## config.mk

```make
export PLATFORM = sky130hd
export DESIGN_NAME = pixel_combinator
export DESIGN_NICKNAME = d
export VERILOG_FILES = /design/src/rtl/pixel_combinator.sv
export SDC_FILE = /design/constraint.sdc
export NUM_CORES = 1
export LEC_CHECK = 0
export CAP_MARGIN = 20
export CELL_PAD_IN_SITES_DETAIL_PLACEMENT = 1
export CELL_PAD_IN_SITES_GLOBAL_PLACEMENT = 1
export CORE_AREA = 8 8 170 172
export DETAILED_ROUTE_END_ITERATION = 10
export DIE_AREA = 0 0 178 180
export DONT_BUFFER_PORTS = 1
export GPL_TIMING_DRIVEN = 0
export HOLD_SLACK_MARGIN = 0.02
export PLACE_DENSITY_LB_ADDON = 0.1
export SYNTH_ARGS = -nofsm -noshare
export SYNTH_HDL_FRONTEND = slang
export SYNTH_SLANG_ARGS = --single-unit
export TNS_END_PERCENT = 1
```

## constraint.sdc

```tcl
create_clock -name clk -period 4.8 [get_ports clk]
set_input_delay 0.96 -clock clk [delete_from_list [all_inputs] [get_ports clk]]
set_output_delay 0.96 -clock clk [all_outputs]
set_load 0.01 [all_outputs]
```

## src/rtl/pixel_combinator.sv

```systemverilog
// Raster-order consumer of the per-engine result queues: broadcasts the next coordinate,
// captures the matching queue's colour and streams pixels out. Optional STALL_TIMEOUT_EN adds a stall watchdog.
module pixel_combinator #(
    parameter int unsigned DATA_WIDTH     = 32,
    parameter int unsigned RBG_SIZE       = 24,
    parameter int unsigned NUM_ENGINES    = 4,
    parameter int unsigned IMG_WIDTH      = 640,
    parameter int unsigned IMG_HEIGHT     = 480,
    parameter int unsigned TIMEOUT_CYCLES = 1024
) (
    input  logic                              clk,
    input  logic                              reset,
    input  logic                              start,
    input  logic [NUM_ENGINES-1:0]            q_en,
    input  logic [NUM_ENGINES*DATA_WIDTH-1:0] q_xfront,
    input  logic [NUM_ENGINES*DATA_WIDTH-1:0] q_yfront,
    input  logic [NUM_ENGINES*RBG_SIZE-1:0]   q_colour,
    output logic [DATA_WIDTH-1:0]             xpixel_check,
    output logic [DATA_WIDTH-1:0]             ypixel_check,
    output logic                              out_valid,
    input  logic                              out_ready,
    output logic [RBG_SIZE-1:0]               out_colour,
    output logic                              out_sof,
    output logic                              out_eol,
    output logic                              frame_done,
    output logic                              busy,
    output logic                              dup_err
`ifdef STALL_TIMEOUT_EN
    ,
    output logic                              stall_err
`endif
);

    localparam int unsigned SEL_W = (NUM_ENGINES > 1) ? $clog2(NUM_ENGINES) : 1;
    localparam logic [DATA_WIDTH-1:0] X_LAST = DATA_WIDTH'(IMG_WIDTH - 1);
    localparam logic [DATA_WIDTH-1:0] Y_LAST = DATA_WIDTH'(IMG_HEIGHT - 1);

    typedef enum logic [1:0] {IDLE, SCAN, DONE} state_t;

    state_t                  state_q, state_d;
    logic [DATA_WIDTH-1:0]   cur_x_q, cur_x_d;
    logic [DATA_WIDTH-1:0]   cur_y_q, cur_y_d;
    logic                    pending_q, pending_d;
    logic [SEL_W-1:0]        sel_q, sel_d;
    logic                    pend_sof_q, pend_sof_d;
    logic                    pend_eol_q, pend_eol_d;
    logic                    pend_zero_q, pend_zero_d;
    logic                    scan_done_q, scan_done_d;
    logic                    out_valid_q, out_valid_d;
    logic [RBG_SIZE-1:0]     out_colour_q, out_colour_d;
    logic                    out_sof_q, out_sof_d;
    logic                    out_eol_q, out_eol_d;
    logic                    frame_done_q, frame_done_d;
    logic                    busy_q, busy_d;
    logic                    dup_err_q, dup_err_d;

    logic                    check_en;
    logic [NUM_ENGINES-1:0]  hit;
    logic                    any_hit;
    logic                    multi_hit;
    logic [SEL_W-1:0]        hit_sel;
    logic [RBG_SIZE-1:0]     sel_colour;
    logic                    tmo_fire;
    logic                    advance;

    // Only broadcast when a pop can be captured without overwriting an unaccepted pixel
    assign check_en = (state_q == SCAN) && !pending_q && !scan_done_q
                      && (!out_valid_q || out_ready);

    assign xpixel_check = check_en ? cur_x_q : '1;
    assign ypixel_check = check_en ? cur_y_q : '1;

    always_comb begin
        hit     = '0;
        hit_sel = '0;
        for (int i = 0; i < NUM_ENGINES; i++) begin
            hit[i] = check_en && q_en[i]
                     && (q_xfront[i*DATA_WIDTH +: DATA_WIDTH] == cur_x_q)
                     && (q_yfront[i*DATA_WIDTH +: DATA_WIDTH] == cur_y_q);
        end
        for (int i = int'(NUM_ENGINES) - 1; i >= 0; i--) begin
            if (hit[i]) begin
                hit_sel = SEL_W'(i);
            end
        end
        any_hit   = |hit;
        multi_hit = ($countones(hit) > 1);
    end

    always_comb begin
        sel_colour = '0;
        for (int i = 0; i < NUM_ENGINES; i++) begin
            if (sel_q == SEL_W'(i)) begin
                sel_colour = q_colour[i*RBG_SIZE +: RBG_SIZE];
            end
        end
    end

`ifdef STALL_TIMEOUT_EN
    localparam int unsigned TO_W = $clog2(TIMEOUT_CYCLES + 1);

    logic [TO_W-1:0] tmo_cnt_q, tmo_cnt_d;
    logic            stall_err_q, stall_err_d;

    assign tmo_fire = check_en && !any_hit && (tmo_cnt_q == TO_W'(TIMEOUT_CYCLES - 1));

    always_comb begin
        tmo_cnt_d   = tmo_cnt_q;
        stall_err_d = stall_err_q;
        if (state_q == IDLE) begin
            tmo_cnt_d = '0;
        end else if (any_hit || tmo_fire) begin
            tmo_cnt_d = '0;
        end else if (check_en) begin
            tmo_cnt_d = tmo_cnt_q + TO_W'(1);
        end
        if (tmo_fire) begin
            stall_err_d = 1'b1;
        end
    end

    always_ff @(posedge clk or negedge reset) begin
        if (!reset) begin
            tmo_cnt_q   <= '0;
            stall_err_q <= 1'b0;
        end else begin
            tmo_cnt_q   <= tmo_cnt_d;
            stall_err_q <= stall_err_d;
        end
    end

    assign stall_err = stall_err_q;
`else
    assign tmo_fire = 1'b0;
`endif

    assign advance = any_hit || tmo_fire;

    // State register
    always_ff @(posedge clk or negedge reset) begin
        if (!reset) begin
            state_q <= IDLE;
        end else begin
            state_q <= state_d;
        end
    end

    // Next-state logic
    always_comb begin
        state_d = state_q;
        case (state_q)
            IDLE:    if (start) state_d = SCAN;
            SCAN:    if (scan_done_q && !pending_q && out_valid_q && out_ready) state_d = DONE;
            DONE:    state_d = IDLE;
            default: state_d = IDLE;
        endcase
    end

    // Datapath and output next values
    always_comb begin
        cur_x_d      = cur_x_q;
        cur_y_d      = cur_y_q;
        pending_d    = pending_q;
        sel_d        = sel_q;
        pend_sof_d   = pend_sof_q;
        pend_eol_d   = pend_eol_q;
        pend_zero_d  = pend_zero_q;
        scan_done_d  = scan_done_q;
        out_valid_d  = out_valid_q;
        out_colour_d = out_colour_q;
        out_sof_d    = out_sof_q;
        out_eol_d    = out_eol_q;
        dup_err_d    = dup_err_q;
        frame_done_d = (state_d == DONE);
        busy_d       = (state_d != IDLE);

        if (state_q == IDLE && start) begin
            cur_x_d     = '0;
            cur_y_d     = '0;
            scan_done_d = 1'b0;
        end

        if (advance) begin
            pending_d   = 1'b1;
            sel_d       = hit_sel;
            pend_sof_d  = (cur_x_q == '0) && (cur_y_q == '0);
            pend_eol_d  = (cur_x_q == X_LAST);
            pend_zero_d = !any_hit;
            if (cur_x_q == X_LAST) begin
                cur_x_d = '0;
                cur_y_d = cur_y_q + DATA_WIDTH'(1);
                if (cur_y_q == Y_LAST) begin
                    scan_done_d = 1'b1;
                end
            end else begin
                cur_x_d = cur_x_q + DATA_WIDTH'(1);
            end
            if (multi_hit) begin
                dup_err_d = 1'b1;
            end
        end

        if (out_valid_q && out_ready) begin
            out_valid_d = 1'b0;
        end

        // Queue colour is registered, so capture lands one cycle after the hit
        if (pending_q) begin
            pending_d    = 1'b0;
            out_valid_d  = 1'b1;
            out_colour_d = pend_zero_q ? '0 : sel_colour;
            out_sof_d    = pend_sof_q;
            out_eol_d    = pend_eol_q;
        end
    end

    always_ff @(posedge clk or negedge reset) begin
        if (!reset) begin
            cur_x_q      <= '0;
            cur_y_q      <= '0;
            pending_q    <= 1'b0;
            sel_q        <= '0;
            pend_sof_q   <= 1'b0;
            pend_eol_q   <= 1'b0;
            pend_zero_q  <= 1'b0;
            scan_done_q  <= 1'b0;
            out_valid_q  <= 1'b0;
            out_colour_q <= '0;
            out_sof_q    <= 1'b0;
            out_eol_q    <= 1'b0;
            frame_done_q <= 1'b0;
            busy_q       <= 1'b0;
            dup_err_q    <= 1'b0;
        end else begin
            cur_x_q      <= cur_x_d;
            cur_y_q      <= cur_y_d;
            pending_q    <= pending_d;
            sel_q        <= sel_d;
            pend_sof_q   <= pend_sof_d;
            pend_eol_q   <= pend_eol_d;
            pend_zero_q  <= pend_zero_d;
            scan_done_q  <= scan_done_d;
            out_valid_q  <= out_valid_d;
            out_colour_q <= out_colour_d;
            out_sof_q    <= out_sof_d;
            out_eol_q    <= out_eol_d;
            frame_done_q <= frame_done_d;
            busy_q       <= busy_d;
            dup_err_q    <= dup_err_d;
        end
    end

    assign out_valid  = out_valid_q;
    assign out_colour = out_colour_q;
    assign out_sof    = out_sof_q;
    assign out_eol    = out_eol_q;
    assign frame_done = frame_done_q;
    assign busy       = busy_q;
    assign dup_err    = dup_err_q;

endmodule
```

==> results of run 1 <==
-- kinds of logic (layout without fill, tap and decap cells) --
group                    after synthesis  in the layout  share of synthesized area (%)
adder cells (fa/ha/maj)                6              6                         0.7705
multiplexers                          39             39                          6.514
AO/OA/AOI/OAI                        217            217                          16.46
flip-flops                           103            103                          24.05
XOR/XNOR                             188            188                          15.36
buffers and inverters                212            218                          7.997
AND/OR/NAND/NOR                      553            553                          28.85
-- cell usage in the layout, fill, tap and decap left out, types with 13 or more instances in the layout --
master,instances
and2_1,14
nand3_1,38
inv_1,98
xor2_1,68
or4_1,15
o22ai_1,33
nand2b_1,90
nor4_1,59
nand4_1,69
nor2_1,42
nand2_1,104
xnor2_1,120
and3_1,13
buf_2,17
mux4_2,24
nor3_1,21
clkbuf_1,56
a2111oi_0,13
dfrtp_1,99
a221o_1,20
a211oi_1,14
o21ai_0,21
nor2b_1,55
-- report_power, final --
part	internal (mW)	switching, mW	total, mW
Combinational	0.162	0.251	0.412
Clock	0.366	0.415	0.781
Sequential	0.882	0.0394	0.921
-- sequential cells by signal, indices dropped and copies added (netlist names), 2 cells and up --
name,count
cur_x_q,32
cur_y_q,32
out_colour,24
sel_q,2
state_q,2
-- what timing repair did --
item                                    4_1_cts  5_1_grt
setup buffers                                 0        2
gates resized for setup                       5       22
pin swaps                                     0        1
endpoints found under the setup margin       64       42
-- path summary, 6_finish.rpt --
path | startpoint | end | slack (ns) | cells after the start
setup / recovery | cur_y_q[1]$_DFF_PN0_ | cur_y_q[23]$_DFF_PN0_ | 0.06 | 13
hold / removal | reset | cur_y_q[10]$_DFF_PN0_ | 0.28 | 0
setup reg to reg | cur_y_q[1]$_DFF_PN0_ | cur_y_q[23]$_DFF_PN0_ | 0.06 | 13
hold reg to reg | state_q[1]$_DFF_PN0_ | busy$_DFF_PN0_ | 0.48 | 1
max in group asynchronous | reset | cur_x_q[30]$_DFFE_PN0P_ | 4.34 | 0
min in group clk | state_q[1]$_DFF_PN0_ | busy$_DFF_PN0_ | 0.48 | 1
-- Yosys cell counts (all sizes together), types with 3 or more instances --
library cell,number,share of area [%]
xnor2,120,9.8
nand2,105,3.7
dfrtp,103,24
inv,98,3.4
nand2b,90,5.3
clkbuf,82,2.9
nand4,69,4.0
xor2,68,5.6
nor4,60,3.6
nor2b,56,3.3
nor2,42,1.5
nand3,38,1.8
o22ai,34,2.1
buf,30,1.6
mux4,24,5.0
o21ai,23,1.1
nor3,22,1.1
a221o,20,1.9
a2111oi,17,1.7
or4,16,1.2
a211oi,14,0.98
and2,14,0.82
and3,13,0.76
a221oi,11,0.90
o2111ai,11,0.90
o221ai,11,0.90
a31o,10,0.82
o2bb2ai,10,0.82
a21oi,9,0.63
mux2i,9,0.84
or3,9,0.53
a22o,8,0.65
or2,8,0.47
a21o,6,0.42
a22oi,6,0.42
mux2,6,0.63
o211ai,6,0.42
ha,5,0.58
and4,4,0.33
o31ai,4,0.28
nor4b,3,0.25
o21a,3,0.21
-- area by class of cell --
cell class                 instances  area (sq um)
clock inverter                     7         61.31
sequential                       103          2582
inverter                         100         379.1
buffer                            97         444.2
tap                              341         426.7
timing repair buffer               5         35.03
fill                            3195         14910
clock buffer                       9         225.2
multi-input combinational       1003          7287
-- worst register-to-register path, cell delays in order (launching register included) --
cell,delay [ns]
dfrtp_1,0.35
clkbuf_1,0.58
inv_1,0.36
a22o_1,0.32
nor4_1,0.30
nand3_1,0.12
or4_1,0.73
ha_1,0.27
clkbuf_1,0.20
nor2_1,0.15
a31oi_1,0.20
nand3_1,0.42
buf_2,0.41
o21ai_0,0.16
-- metal layers --
layer / GRT usage (%) / routed length, um / part of all wire [%]
met4: 26.82 / 4877 / 7.2
met3: 11.53 / 7378 / 11
met1: 46.32 / 24090 / 36
met5: 0 / 17 / 0.025
met2: 65.21 / 30960 / 46
-- metrics by stage --
step	hold WS, ns	worst slack, ns	instances	cell area, sq um	setup TNS [ns]
finish	0.2793	0.06437	1665	11440	0
global route	0.2713	0.006427	1665	11440	0
CTS	0.2790	0.008137	1672	11430	0
detailed placement	0.4587	-0.4140	1660	11150	-10.92
global placement	0.4522	-0.4302	1659	11140	-10.23
floorplan	0.4293	0.9115	1318	10720	0
==> results.ini, run 1 <==
[floorplan]
coreArea_sq_mm=0.02635
ioPinCount=454
initial_core_util_pct=40.67
design.die.area_sq_mm=0.03204
die_h_um=180
die_w_um=178
rows=60

[clocking]
cts_tree=yes
cts_made_buffers=9
clock_latency_ns=0.37
root_buffer=clkbuf_16
clock_sinks=103
htreeDepth=3
clockBufferDepth=2
postCtsHoldBufs=0
clkTransAtPathRegs_ns=0.08

[placed_design]
port_buffers=0
globalplace.congestion=0.9850
hpwlAfterDp_mm=54.24

[yosys]
syn_inst=1318
synth_edf_count=0
netlist_area_sq_mm=0.01072
async_flop_share_pct=100.0
synth_cell_type_count=74
synth_nets=1684
ys.flop_type=dfrtp_1
avgSynthCellArea_sq_um=8.132
ys_ff_latch=103
yosys_warnings=0
yosysSeqAreaShare_pct=24.05

[grt]
grt-ovfl-total=0
first_global_vias=12182
grt_max_degree=104
antenna_found_initial=2
grt_pass1_wl_mm=92.72
gr-usage-all-layers_pct=40.64

[routing]
routed_wl_mm=67.33
avgViaCountPerCell=7.025
drc_errors=0
initialDrtViolationCount=1289
wire_per_inst_um=40.44
ant_nets=0
firstDrtPassIters=5
num_vias=11696

[setup_path]
crit_required_ns=5.02
slowest_delay_ns=0.72
crit_slowest_cell=or4_1
cp.arrival_ns=4.96
cp_top_family=simple AND/OR/NAND/NOR gates
crit_path_start_kind=flop
crit_type=flop to flop
cp_cell_sequence=clkbuf_1 -> inv_1 -> a22o_1 -> nor4_1 -> nand3_1 -> or4_1 -> ha_1 -> clkbuf_1 -> nor2_1 -> a31oi_1 -> nand3_1 -> buf_2 -> o21ai_0
crit_path_end_kind=flop
crit_buf_inv=4
path_max_fanout=10

[pwr]
power_per_cell_area_mw_per_mm2=184.8
p_total_mw=2.115
p_leak_nw=4.499
irDropWorstVdd_mv=0.1508

[timing]
drv_slew=0
grt_setup_unrepaired=false
finClkSkew_ns=0.01645
period_needed_ns=4.736
hold_violations=0
setup_violations=0
max_slew_margin_pct=25.21
fmax_mhz=211.2
tightest_slew_ns=1.122
fin_crit_sh_pct=98.66

[finish]
final_util_pct=43.42
fin_nets=1685
num_antenna_cells=0
area_growth_pct=6.748
drive_gt1_share_pct=8.837

[outcome]
run_status=completed

[worst_hold_path]
hp-class=primary input to async pin

[job]
max_cap_viol_count=0

(Power assumes the default switching activity.)
==> run 2, diff against run 1 <==
--- a/config.mk
+++ b/config.mk
@@ -15,6 +15,7 @@
 export GPL_TIMING_DRIVEN = 0
 export HOLD_SLACK_MARGIN = 0.02
 export PLACE_DENSITY_LB_ADDON = 0.1
+export SETUP_SLACK_MARGIN = 0.4
 export SYNTH_ARGS = -nofsm -noshare
 export SYNTH_HDL_FRONTEND = slang
 export SYNTH_SLANG_ARGS = --single-unit
==> results.ini, run 2 (synthesis gave the netlist of run 1 again) <==
[timing]
grt_setup_unrepaired=false
fin_crit_sh_pct=90.28
tightest_slew_ns=1.100
fmax_mhz=230.8
hold_violations=0
period_needed_ns=4.333
finalSetupTns_ns=0
finClkSkew_ns=0.02017
drv_slew=0
max_slew_margin_pct=26.65
setup_violations=0
postLayoutSetupSlackWorst_ns=0.4667

[routing]
wire_per_inst_um=39.99
avgViaCountPerCell=6.934
ant_nets=0
routed_wl_mm=67.54
firstDrtPassIters=5
num_vias=11711
initialDrtViolationCount=1202
drc_errors=0

[floorplan]
die_h_um=180
rows=60
die_w_um=178
design.die.area_sq_mm=0.03204
initial_core_util_pct=40.67
coreArea_sq_mm=0.02635
ioPinCount=454

[setup_path]
crit-reg2reg-capture=cur_y_q[28]$_DFF_PN0_
reg2reg_slack_ns=0.47
crit_path_start_kind=flop
crit_path_end_kind=flop
r2r_cells=11
cp.arrival_ns=4.61
crit_type=flop to flop
r2r-start=cur_y_q[20]$_DFF_PN0_
path_max_fanout=10
crit_required_ns=5.08

[finish]
fin_nets=1706
nFillCells=3196
fin_area_sq_mm=0.01163
area_growth_pct=8.487
final_cell_mix=xnor2_1 (120), nand2_1 (104), dfrtp_1 (103)
layout_commonest_cell=xnor2_1
drive_gt1_share_pct=11.45
final_util_pct=44.13

[clocking]
clkTransAtPathRegs_ns=0.08
root_buffer=clkbuf_16
cts_tree=yes
htreeDepth=3
clockBufferDepth=2
clock_sinks=103
cts_made_buffers=9
clock_latency_ns=0.38

[grt]
antenna_found_initial=1
gr-usage-all-layers_pct=40.73
grt_max_degree=104
grt_pass1_wl_mm=92.99
grt-ovfl-total=0
first_global_vias=12262

[pwr]
p_leak_nw=4.667
irDropWorstVdd_mv=0.1582
power_per_cell_area_mw_per_mm2=182.3
p_total_mw=2.120

[placed_design]
port_buffers=0
place_ws_ns=-0.4140
globalplace.congestion=0.9850
place_area_sq_mm=0.01115
hpwlAfterDp_mm=54.24

[worst_hold_path]
hp-class=primary input to async pin

[outcome]
run_status=completed

[job]
max_cap_viol_count=0

[run 2: cell type report]
class	instances	area, sq um	share of cell area, %
sequential	103	2577	22.17
antenna	3	7.507	0.06456
tap	341	426.7	3.669
timing repair buffer	11	92.59	0.7963
inverter	100	380.4	3.271
clock buffer	9	225.2	1.937
multi-input combinational	1003	7312	62.89
clock inverter	7	61.31	0.5273
buffer	112	544.3	4.681
[run 2: power by group]
group          total, mW  internal, mW  switching, mW  leakage (nW)
Clock              0.783         0.367          0.416         0.146
Combinational      0.445         0.165          0.280          3.25
Sequential         0.892         0.882         0.0100          1.27
Total               2.12          1.41          0.706          4.67
[run 2: how the worst max path moves through the flow]
stage	cells past startpoint	start	endpoint	slack, ns
after global placement	11	out_ready	cur_y_q[15]$_DFF_PN0_	-0.43
after CTS	12	cur_x_q[20]$_DFFE_PN0P_	cur_y_q[17]$_DFF_PN0_	0.32
final	11	cur_y_q[20]$_DFF_PN0_	cur_y_q[28]$_DFF_PN0_	0.47
after global routing	12	cur_x_q[29]$_DFFE_PN0P_	cur_y_q[28]$_DFF_PN0_	0.39
after detailed placement	11	out_ready	cur_y_q[17]$_DFF_PN0_	-0.41
after floorplan	11	out_ready	cur_y_q[11]$_DFF_PN0_	0.91
[run 2: through the flow]
step | instances | hold slack, ns
after detailed placement | 1660 | 0.4587
after global routing | 1688 | 0.2740
final | 1689 | 0.2797
after CTS | 1679 | 0.2790
after global placement | 1659 | 0.4522
after floorplan | 1318 | 0.4293
[run 2: per-layer routing]
layer / part of all wire [%] / GRT usage (%)
met4: 7.5 / 28.09
met3: 11 / 12.82
met2: 46 / 64.76
met1: 35 / 45.68
met5: 0 / 0
[run 2: worst max-delay path: stages (launching register included)]
cell	delay (ns)
dfrtp_1	0.55
clkbuf_1	0.61
xnor2_1	0.19
nand4_1	0.16
or4_1	0.53
or4_4	0.63
ha_1	0.21
clkbuf_1	0.23
clkbuf_2	0.31
clkbuf_2	0.32
a221oi_1	0.34
o21bai_1	0.16
[run 2: what timing repair did]
action / CTS / global route
gates resized for setup: 29 / 45
buffers inserted: 3 / 5
pin swaps: 1 / 1
hold buffers: 0 / 0
endpoints found under the setup margin: 102 / 60
hold endpoints to repair: 0 / 0
==> run 3, diff against run 2 <==
==> constraint.sdc (replaced) <==
create_clock -name clk -period 4 [get_ports clk]
set_input_delay 0.8 -clock clk [delete_from_list [all_inputs] [get_ports clk]]
set_output_delay 0.8 -clock clk [all_outputs]
set_load 0.01 [all_outputs]
==> results.ini, run 3 (synthesis gave the netlist of run 1 again) <==
[timing]
max_slew_margin_pct=36.71
grt_setup_unrepaired=true
hold_violations=0
drv_slew=0
setup_violations=0
fin_crit_sh_pct=91.22
period_needed_ns=3.649
tightest_slew_ns=0.9494
fmax_mhz=274.1
finClkSkew_ns=0.01672

[grt]
first_global_vias=12107
grt_pass1_wl_mm=91.63
antenna_found_initial=3
grt-ovfl-total=0
gr-usage-all-layers_pct=39.98
grt_max_degree=104

[floorplan]
initial_core_util_pct=40.67
die_w_um=178
coreArea_sq_mm=0.02635
ioPinCount=454
die_h_um=180
rows=60
design.die.area_sq_mm=0.03204

[setup_path]
cp_cell_sequence=buf_2 -> xnor2_2 -> nand3_1 -> or4_1 -> or4_1 -> o22ai_4 -> clkbuf_2 -> o221ai_1 -> o21ai_0
path_max_fanout=10
r2r_cells=9
crit_required_ns=4.29
crit_slowest_cell=or4_1
crit_top_cell=or4_1
slowest_delay_ns=0.58
crit_buf_inv=2
crit_type=flop to flop
cp.arrival_ns=3.94
crit_path_end_kind=flop
cp_top_family=simple AND/OR/NAND/NOR gates
path_depth=9
crit_path_start_kind=flop

[pwr]
irDropWorstVdd_mv=0.2156
p_total_mw=2.588
power_per_cell_area_mw_per_mm2=213.9
p_leak_nw=4.891

[clocking]
cts_made_buffers=9
clock_sinks=103
clockBufferDepth=2
htreeDepth=3
root_buffer=clkbuf_16
cts_tree=yes
clock_latency_ns=0.38
clkTransAtPathRegs_ns=0.08

[placed_design]
globalplace.congestion=0.9781
dp.cells=1660
port_buffers=0
hpwlAfterDp_mm=53.82

[routing]
drc_errors=0
initialDrtViolationCount=1172
firstDrtPassIters=6
ant_nets=0
num_vias=11822
routed_wl_mm=66.94
avgViaCountPerCell=6.942
wire_per_inst_um=39.31

[finish]
area_growth_pct=12.89
drive_gt1_share_pct=16.15
final_cell_mix=xnor2_1 (119), nand2_1 (104), dfrtp_1 (99)
layout_commonest_cell=xnor2_1
finalNonFillerCells=1703
fin_nets=1723
num_antenna_cells=0
nFillCells=3152

[outcome]
run_status=completed

[worst_hold_path]
hp-class=primary input to async pin

[job]
max_cap_viol_count=0

run 3: cell type report:
| type | instances | area, sq um | share of cell area [%] |
|---|---|---|---|
| multi-input cells | 1003 | 7467 | 61.72 |
| clock buffers | 11 | 252.7 | 2.089 |
| inverters | 100 | 392.9 | 3.247 |
| well taps | 341 | 426.7 | 3.526 |
| flip-flops and latches | 103 | 2582 | 21.34 |
| clock inverters | 5 | 50.05 | 0.4137 |
| plain buffers | 112 | 688.2 | 5.688 |
| repair buffers | 28 | 239.0 | 1.975 |
run 3: per-layer routing:
| metal | GRT usage, % | vias up | wire, um |
|---|---|---|---|
| met3 | 10.12 | 210 | 7818 |
| li1 | - | 4825 | - |
| met4 | 22.92 | 0 | 4717 |
| met1 | 47.59 | 5919 | 24100 |
| met5 | 0 | - | 0 |
| met2 | 64.23 | 868 | 30310 |
run 3: repair_timing:
item                       CTS  global route
pin swaps                    7             9
buffers inserted             7            16
resized for setup           96            76
setup endpoints to repair  136           102
hold buffers                 0             0
cloned                       1             3
run 3: final timing paths:
check	start	to	slack, ns
setup / recovery	cur_y_q[30]$_DFF_PN0_	cur_y_q[29]$_DFF_PN0_	0.35
hold / removal	reset	out_colour[18]$_DFFE_PN0P_	0.11
setup reg to reg	cur_y_q[30]$_DFF_PN0_	cur_y_q[29]$_DFF_PN0_	0.35
hold reg to reg	state_q[1]$_DFF_PN0_	busy$_DFF_PN0_	0.51
max in group asynchronous	reset	cur_x_q[11]$_DFFE_PN0P_	3.66
min in group clk	state_q[1]$_DFF_PN0_	busy$_DFF_PN0_	0.51
run 3: through the flow:
step | setup TNS [ns] | cell area [sq um] | util, % | hold WS [ns] | setup WS, ns
2_1_floorplan | 0 | 10730 | - | 0.4293 | 0.4188
3_3_place_gp | -62.80 | 11160 | 42.34 | 0.4748 | -0.9986
3_5_place_dp | -55.91 | 11160 | 42.36 | 0.4856 | -0.8782
4_1_cts | 0 | 11770 | 44.65 | 0.1118 | 0.2140
5_1_grt | 0 | 12100 | 45.92 | 0.1024 | 0.3141
6_report | 0 | 12100 | 45.92 | 0.1124 | 0.3513
run 3: report_power, final:
part	internal (mW)	switching, mW	leakage [nW]
clock network	0.471	0.494	0.151
logic	0.210	0.343	3.48
registers	1.06	0.0114	1.26
